### src/rtl/writeback_buffer.sv
// Write-back queue between the ALU/load result paths and the register-file write port.
// Retires one queued write per cycle and forwards pending data to decode lookups.
module writeback_buffer #(
  parameter int DEPTH = 4,
  parameter int DW    = 32,
  parameter int AW    = 5
) (
  input  logic          clk,
  input  logic          reset,
  input  logic          mem_valid,
  input  logic [AW-1:0] mem_addr,
  input  logic [DW-1:0] mem_data,
  output logic          mem_ready,
  input  logic          alu_valid,
  input  logic [AW-1:0] alu_addr,
  input  logic [DW-1:0] alu_data,
  output logic          alu_ready,
  output logic          write_enable,
  output logic [AW-1:0] write_address,
  output logic [DW-1:0] write_data,
  input  logic [AW-1:0] addres1,
  input  logic [AW-1:0] addres2,
  output logic          pend1,
  output logic          pend2,
  output logic [DW-1:0] fwd1,
  output logic [DW-1:0] fwd2,
  output logic          empty
);

  localparam int PW = (DEPTH > 1) ? $clog2(DEPTH) : 1;
  localparam int CW = PW + 1;

  logic [AW-1:0] addr_q [DEPTH];
  logic [DW-1:0] data_q [DEPTH];
  logic [PW-1:0] head;
  logic [PW-1:0] tail;
  logic [CW-1:0] count;
  logic [CW-1:0] free;
  logic          mem_enq;
  logic          alu_enq;
  logic          pop;
  logic [1:0]    enq_count;

  // Credit comes from the registered count only; the pop happening this cycle is not counted.
  assign free      = CW'(DEPTH) - count;
  assign mem_ready = (free >= CW'(1));
  assign alu_ready = (free >= CW'(2)) | ((free >= CW'(1)) & ~mem_valid);
  assign empty     = (count == '0);

  // Results for register 0 complete the handshake but never occupy a slot.
  assign mem_enq   = mem_valid & mem_ready & (mem_addr != '0);
  assign alu_enq   = alu_valid & alu_ready & (alu_addr != '0);
  assign enq_count = {1'b0, mem_enq} + {1'b0, alu_enq};

  assign pop           = ~empty;
  assign write_enable  = pop;
  assign write_address = empty ? '0 : addr_q[head];
  assign write_data    = empty ? '0 : data_q[head];

  always_ff @(posedge clk) begin
    if (reset) begin
      head  <= '0;
      tail  <= '0;
      count <= '0;
    end else begin
      head  <= head + PW'(pop);
      tail  <= tail + PW'(enq_count);
      count <= count + CW'(enq_count) - CW'(pop);
    end
  end

  // The load result takes the tail slot first so the ALU result is always the younger one.
  always_ff @(posedge clk) begin
    if (!reset) begin
      if (mem_enq) begin
        addr_q[tail] <= mem_addr;
        data_q[tail] <= mem_data;
      end
      if (alu_enq) begin
        addr_q[tail + PW'(mem_enq)] <= alu_addr;
        data_q[tail + PW'(mem_enq)] <= alu_data;
      end
    end
  end

  // Walk oldest to youngest so the last match seen is the youngest one.
  always_comb begin
    pend1 = 1'b0;
    pend2 = 1'b0;
    fwd1  = '0;
    fwd2  = '0;
    for (int i = 0; i < DEPTH; i++) begin
      if (CW'(i) < count) begin
        if ((addres1 != '0) && (addr_q[head + PW'(i)] == addres1)) begin
          pend1 = 1'b1;
          fwd1  = data_q[head + PW'(i)];
        end
        if ((addres2 != '0) && (addr_q[head + PW'(i)] == addres2)) begin
          pend2 = 1'b1;
          fwd2  = data_q[head + PW'(i)];
        end
      end
    end
  end

endmodule

### config.mk
export PLATFORM = sky130hd
export DESIGN_NAME = writeback_buffer
export DESIGN_NICKNAME = d
export VERILOG_FILES = /design/src/rtl/writeback_buffer.sv
export SDC_FILE = /design/constraint.sdc
export NUM_CORES = 1
export LEC_CHECK = 0
export CORE_ASPECT_RATIO = 1.1
export CORE_MARGIN = 2
export CORE_UTILIZATION = 43
export CTS_CLUSTER_DIAMETER = 100
export DETAILED_ROUTE_END_ITERATION = 10
export PLACE_DENSITY = 0.71
export SLEW_MARGIN = 20
export SYNTH_ARGS = -nofsm -noshare
export SYNTH_HDL_FRONTEND = slang
export SYNTH_SLANG_ARGS = --single-unit
### constraint.sdc
create_clock -name clk -period 7.04 [get_ports clk]
set_input_delay 1.76 -clock clk [delete_from_list [all_inputs] [get_ports clk]]
set_output_delay 1.76 -clock clk [all_outputs]
set_load 0.02 [all_outputs]
Yosys cells after proc, flatten, opt, wreduce, memory -nomap -nowiden
Memory sizes are Yosys's and may differ from the RTL's. A register that Yosys moved wholly into a read port is not among the register bits.
Cells that the tools add are included.
{"block": "totals", "ff_bits": 7, "ramBits": 148, "inputBits": 88, "output_inout_bits": 107, "word_cells": 92, "n_memories": 2}
{"name": "data_q", "depth": 4, "word_bits": 32, "read_ports": 4, "rd_clocked_by_memory_dff": 1, "wr": 2, "line_no": "34", "source": "logic [DW-1:0] data_q [DEPTH];"}
{"name": "addr_q", "depth": 4, "word_bits": 5, "read_ports": 4, "rd_clocked_by_memory_dff": 1, "wr": 2, "line_no": "33", "source": "logic [AW-1:0] addr_q [DEPTH];"}
{"block": "classes", "n_addsub": 10, "order_cmp": 6, "eq_ne": 8, "n_mux": 42, "n_bitwise": 8, "n_reduce_logical": 13}
{"cell": "32-bit two-way mux", "count": 17}
{"cell": "5-bit equality test", "count": 8}
{"cell": "1-bit two-way mux", "count": 22}
{"cell": "5-bit nonzero test", "count": 4}
{"cell": "1-bit logical AND", "count": 8}
{"cell": "1-bit by 3-bit < comparator with 1-bit output (first input constant)", "count": 2}
{"cell": "2-bit by 3-bit < comparator with 1-bit output (first input constant)", "count": 2}
{"cell": "1-bit AND", "count": 5}
{"cell": "5-bit two-way mux", "count": 1}
{"cell": "2-bit by 1-bit adder with 2-bit output", "count": 2}
{"cell": "2-bit adder (second input constant)", "count": 2}
{"cell": "2-bit two-way mux", "count": 2}
{"cell": "3-bit by 2-bit adder with 3-bit output", "count": 1}
{"cell": "3-bit by 1-bit greater-or-equal comparator with 1-bit output (second input constant)", "count": 1}
{"cell": "3-bit by 2-bit greater-or-equal comparator with 1-bit output (second input constant)", "count": 1}
{"cell": "3-bit logical NOT", "count": 1}
{"cell": "3-bit by 1-bit subtractor with 3-bit output", "count": 1}
{"cell": "3-bit subtractor (first input constant)", "count": 1}
{"cell": "1-bit by 1-bit adder with 2-bit output", "count": 1}
{"cell": "2-bit by 1-bit adder with 2-bit output (second input constant)", "count": 1}
{"cell": "2-bit adder", "count": 1}
{"cell": "1-bit NOT", "count": 2}
{"cell": "1-bit bitwise OR", "count": 1}

Longest topological paths before layout
{"block": "logic_depth", "word_depth": 10, "ltp_mapped": 14, "mapped_depth_nobuf": 14}

Least setup slack after synthesis
OpenSTA, ideal clock, no wires.
{"block": "synth_timing", "path_type": "input port to output port", "start": "input port addres1[0]", "end": "output port fwd1[21]", "arrival_time_ns": 3.793, "t_required_ns": 5.280, "setup_slack_ns": 1.487, "stages": 9, "n_path_buf": 3, "cell_sequence": "clkbuf_1 > nor3_1 > a211oi_1 > o21ai_0 > or2_2 > buf_2 > buf_2 > mux2i_1 > a211oi_1"}
{"block": "synth_between", "elab_chain_cells": 10, "word_cells_on_any_way": 17, "cone_classes": "eq/ne (4); mux (8); reduce/logical (5)"}
{"item": "start: declaration", "line_no": "21", "source": "input logic [AW-1:0] addres1,"}
{"item": "5-bit equality test or 5-bit nonzero test (tied branches)", "line_no": "94", "source": "if ((addres1 != '0) && (addr_q[head + PW'(i)] == addres1)) begin"}
{"item": "1-bit logical AND", "line_no": "94"}
{"item": "32-bit two-way mux", "line_no": "94"}
{"item": "32-bit two-way mux", "line_no": "93", "source": "if (CW'(i) < count) begin"}
{"item": "32-bit two-way mux", "line_no": "94"}
{"item": "32-bit two-way mux", "line_no": "93"}
{"item": "32-bit two-way mux", "line_no": "94"}
{"item": "32-bit two-way mux", "line_no": "93"}
{"item": "32-bit two-way mux", "line_no": "94"}
{"item": "32-bit two-way mux (*)", "line_no": "93"}
{"item": "end: declaration", "line_no": "25", "source": "output logic [DW-1:0] fwd1,"}
Mark *: on every way between the ends. The rest lies on a longest branch, timed or not.

Worst setup path after layout
{"block": "layout_timing", "start": "input port addres1[0]", "end": "output port pend1"}
{"block": "layout_between", "elab_chain_cells": 10, "word_cells_on_any_way": 17, "cone_classes": "eq/ne (4); mux (8); reduce/logical (5)"}
{"item": "5-bit equality test or 5-bit nonzero test (tied branches)", "line_no": "94"}
{"item": "1-bit logical AND", "line_no": "94"}
{"item": "1-bit two-way mux", "line_no": "94"}
{"item": "1-bit two-way mux", "line_no": "93"}
{"item": "1-bit two-way mux", "line_no": "94"}
{"item": "1-bit two-way mux", "line_no": "93"}
{"item": "1-bit two-way mux", "line_no": "94"}
{"item": "1-bit two-way mux", "line_no": "93"}
{"item": "1-bit two-way mux", "line_no": "94"}
{"item": "1-bit two-way mux (*)", "line_no": "93"}
{"item": "end: declaration", "line_no": "23", "source": "output logic pend1,"}
Marks and branches as above.

==> impl_metrics.yaml <==
clocking:
  cts.path.max_buffers: 2
  cts_setup_buffers: 0
  htreeDepth: 4
  tritoncts: "built"
  cts_made_buffers: 17
  ctsResizeCount: 0
  cts_root_buffer: "clkbuf_16"
  cts_hold_buf: 0
  clock_sinks: 155
  path_clk_slew_ns: 0.06
  insertion_delay_ns: 0.45
floorplanning:
  start_util: 0.438
  die_height_um: 192
  dieArea_um2: 33600
  die_w_um: 175
  coreArea_um2: 31600
  io_pins: 195
  num_rows: 68
synth:
  synth_cells: 1293
  syn_area_um2: 13800
  synth_top_family_by_area: "multiplexers"
  ys_seq_elements: 155
  synthAdderAreaFrac: 0.0114
  ys_warn_count: 0
  synth_compound_area_frac: 0.101
  ys_types: 51
  synth-edff-count: 148
  avgSynthCellArea_um2: 10.7
  async_flop_share: 0
  synth-simple-area-share: 0.115
  yosysTopAreaCellShare: 0.321
  synth_mux_area_frac: 0.364
  synth-main-ff-cell: "edfxtp_1"
  ys_top_cells_by_area: "edfxtp_1 32%, mux2i_1 18%, mux2_2 15%, mux4_2 3.9%, a311o_1 2.2%"
  ys_seq_area_frac: 0.331
  yosys.area_share.xor_xnor: 0.0282
  synth_largest_area_cell: "edfxtp_1"
  syn-num-nets: 1393
critical_path:
  endpoint: "pend1"
  critPathLaunchType: "input pin"
  regToRegSetupSlack_ns: 2.77
  cp-startpoint: "addres1[0]"
  cp-end-kind: "output port"
  reg2reg_depth: 11
  rr_startpoint: "count[1]"
  criticalPathCategory: "in2out"
  critical_path.max_fanout: 23
  required_ns: 5.28
  rr_endpoint: "data_q[2][12]"
  cp.arrival_ns: 4.96
timing:
  fin_crit_ns: 6.72
  setup_tns_ns: 0
  clock_skew_ns: 0.00923
  maxSlewHeadroom: 0.245
  final_hold_viol_count: 0
  setup_violations: 0
  rsz0062_at_grt: "no"
  tightest_slew_ns: 1.13
  fmax_mhz: 149
  finalCritPeriodShare: 0.954
  slew_viol_final: 0
  fin_ws_ns: 0.321
placement:
  dpl_worst_slack_ns: 0.383
  io_buffers: 194
  dp_hpwl_um: 27800
  gp_congestion: 0.885
run_status:
  status: "complete, no violations"
routing:
  via_count: 11394
  wirelength_um: 42700
  drt-vias-per-instance: 6.18
  post_drt_wl_per_cell_um: 23.1
  first_iter_violations: 1150
  dr.pass1.iters: 9
  drc: 0
  postRouteAntennaNets: 0
pwr:
  power.density_nw_per_um2: 386
  p_leak_nw: 5.64
  max-vdd-ir-drop_uv: 227
global_routing:
  grt_pass1_wl_um: 64400
  antenna_found_initial: 3
  overflow: 0
  grtUsageTotal: 0.250
  grt_pass1_vias: 11124
  grt_max_degree: 71
final_layout:
  drive_gt1_frac: 0.219
  fin_nets: 1510
  fill_cells: 2771
  area_growth_pct: 20.4
hold_path:
  hold_path.class: "reg2reg"
flow_run:
  cap_viol_max_count: 0
[cells by family after synthesis]
logic type | after synthesis
mux | 451
simple gates | 310
compound gates | 177
flops | 155
buf+inv | 146
xor+xnor | 42
fa+ha+maj | 12
[layout make-up]
class | count | area, um^2 | area share
flip-flops and latches | 155 | 4590 | 0.276
clock buffers | 18 | 429 | 0.0258
multi-input cells | 992 | 8680 | 0.521
repair buffers | 229 | 2230 | 0.134
well taps | 420 | 526 | 0.0315
diodes | 2 | 5.00 | 0.000300
clock inverters | 14 | 148 | 0.00886
inverters | 15 | 56.3 | 0.00338
[how the worst min path moves through the flow]
stage | cells after the start | to | start
finish | 3 | tail[1] | tail[1]
global route | 3 | tail[1] | tail[1]
CTS | 3 | tail[1] | tail[1]
detailed placement | 3 | tail[1] | tail[1]
global placement | 3 | tail[1] | tail[1]
floorplan | 2 | head[0] | head[0]
[critical path, stage by stage]
cell	delay (ns)
clkdlybuf4s50_1	0.54
nor3_1	0.38
nand2_1	0.16
nand3_1	0.14
nor2_1	0.12
nor2_4	0.77
o311ai_0	0.44
clkdlybuf4s50_1	0.65
[sequential cells by signal, indices dropped and copies added (netlist names)]
signal,cells
addr_q,20
head,2
tail,2
count,3
data_q,128
[cells in the mapped netlist, types with 2 or more instances]
cell,n
a211oi_1,15
a211oi_2,20
a21oi_1,34
a22o_1,31
a311o_1,31
a31o_2,4
and2_1,40
and3_1,32
buf_1,9
buf_2,50
buf_4,6
buf_6,6
clkbuf_1,59
dfxtp_1,7
edfxtp_1,148
ha_1,11
inv_1,15
mux2_2,179
mux2i_1,248
mux4_2,24
nand2_1,65
nand3_1,3
nand4_1,37
nor2_1,71
nor2b_1,8
nor3_1,37
nor3_2,2
nor3b_1,3
nor4_2,2
o21ai_0,34
or2_1,2
or4_1,2
xnor2_1,33
xnor2_2,3
xor2_1,6
[placed cells by master, fill, tap and decap left out, types with 6 or more instances in the layout]
| master | count |
|---|---|
| a211oi_1 | 15 |
| a21oi_1 | 33 |
| mux2_2 | 179 |
| a311o_1 | 31 |
| nor3_1 | 37 |
| xnor2_1 | 33 |
| o21ai_0 | 34 |
| mux2i_1 | 248 |
| nor2b_1 | 7 |
| edfxtp_1 | 148 |
| nor2_1 | 70 |
| mux4_2 | 24 |
| clkdlybuf4s50_1 | 194 |
| nand2_1 | 65 |
| clkbuf_16 | 17 |
| and3_1 | 31 |
| a211oi_2 | 20 |
| inv_1 | 15 |
| ha_1 | 11 |
| buf_4 | 33 |
| xor2_1 | 6 |
| nand4_1 | 37 |
| and2_1 | 39 |
| a22o_1 | 31 |
[through the flow]
| step | cells | total power, W | hold slack (ns) | area (um^2) | utilization |
|---|---|---|---|---|---|
| after floorplan | 1293 | 0.00414 | 0.569 | 13800 | - |
| after global placement | 1811 | 0.00540 | 0.615 | 16100 | 0.510 |
| after detailed placement | 1811 | 0.00546 | 0.623 | 16100 | 0.510 |
| after CTS | 1843 | 0.00639 | 0.636 | 16700 | 0.528 |
| after global routing | 1845 | 0.00674 | 0.692 | 16700 | 0.528 |
| final | 1845 | 0.00643 | 0.640 | 16700 | 0.528 |
[routing by layer]
layer	part of all wire	up-vias	GRT usage
li1	-	5166	-
met1	0.40	5586	0.309
met2	0.49	544	0.431
met3	0.075	96	0.0461
met4	0.032	2	0.103
met5	0.00026	-	0
[report_power, final]
| group | leakage (nW) | internal, W | total (W) | switching [W] |
|---|---|---|---|---|
| Combinational | 3.95 | 0.00172 | 0.00404 | 0.00232 |
| Sequential | 1.41 | 0.00127 | 0.00147 | 0.000198 |
| Clock | 0.272 | 0.000522 | 0.000921 | 0.000399 |
Power figures use the tool's default switching activity.
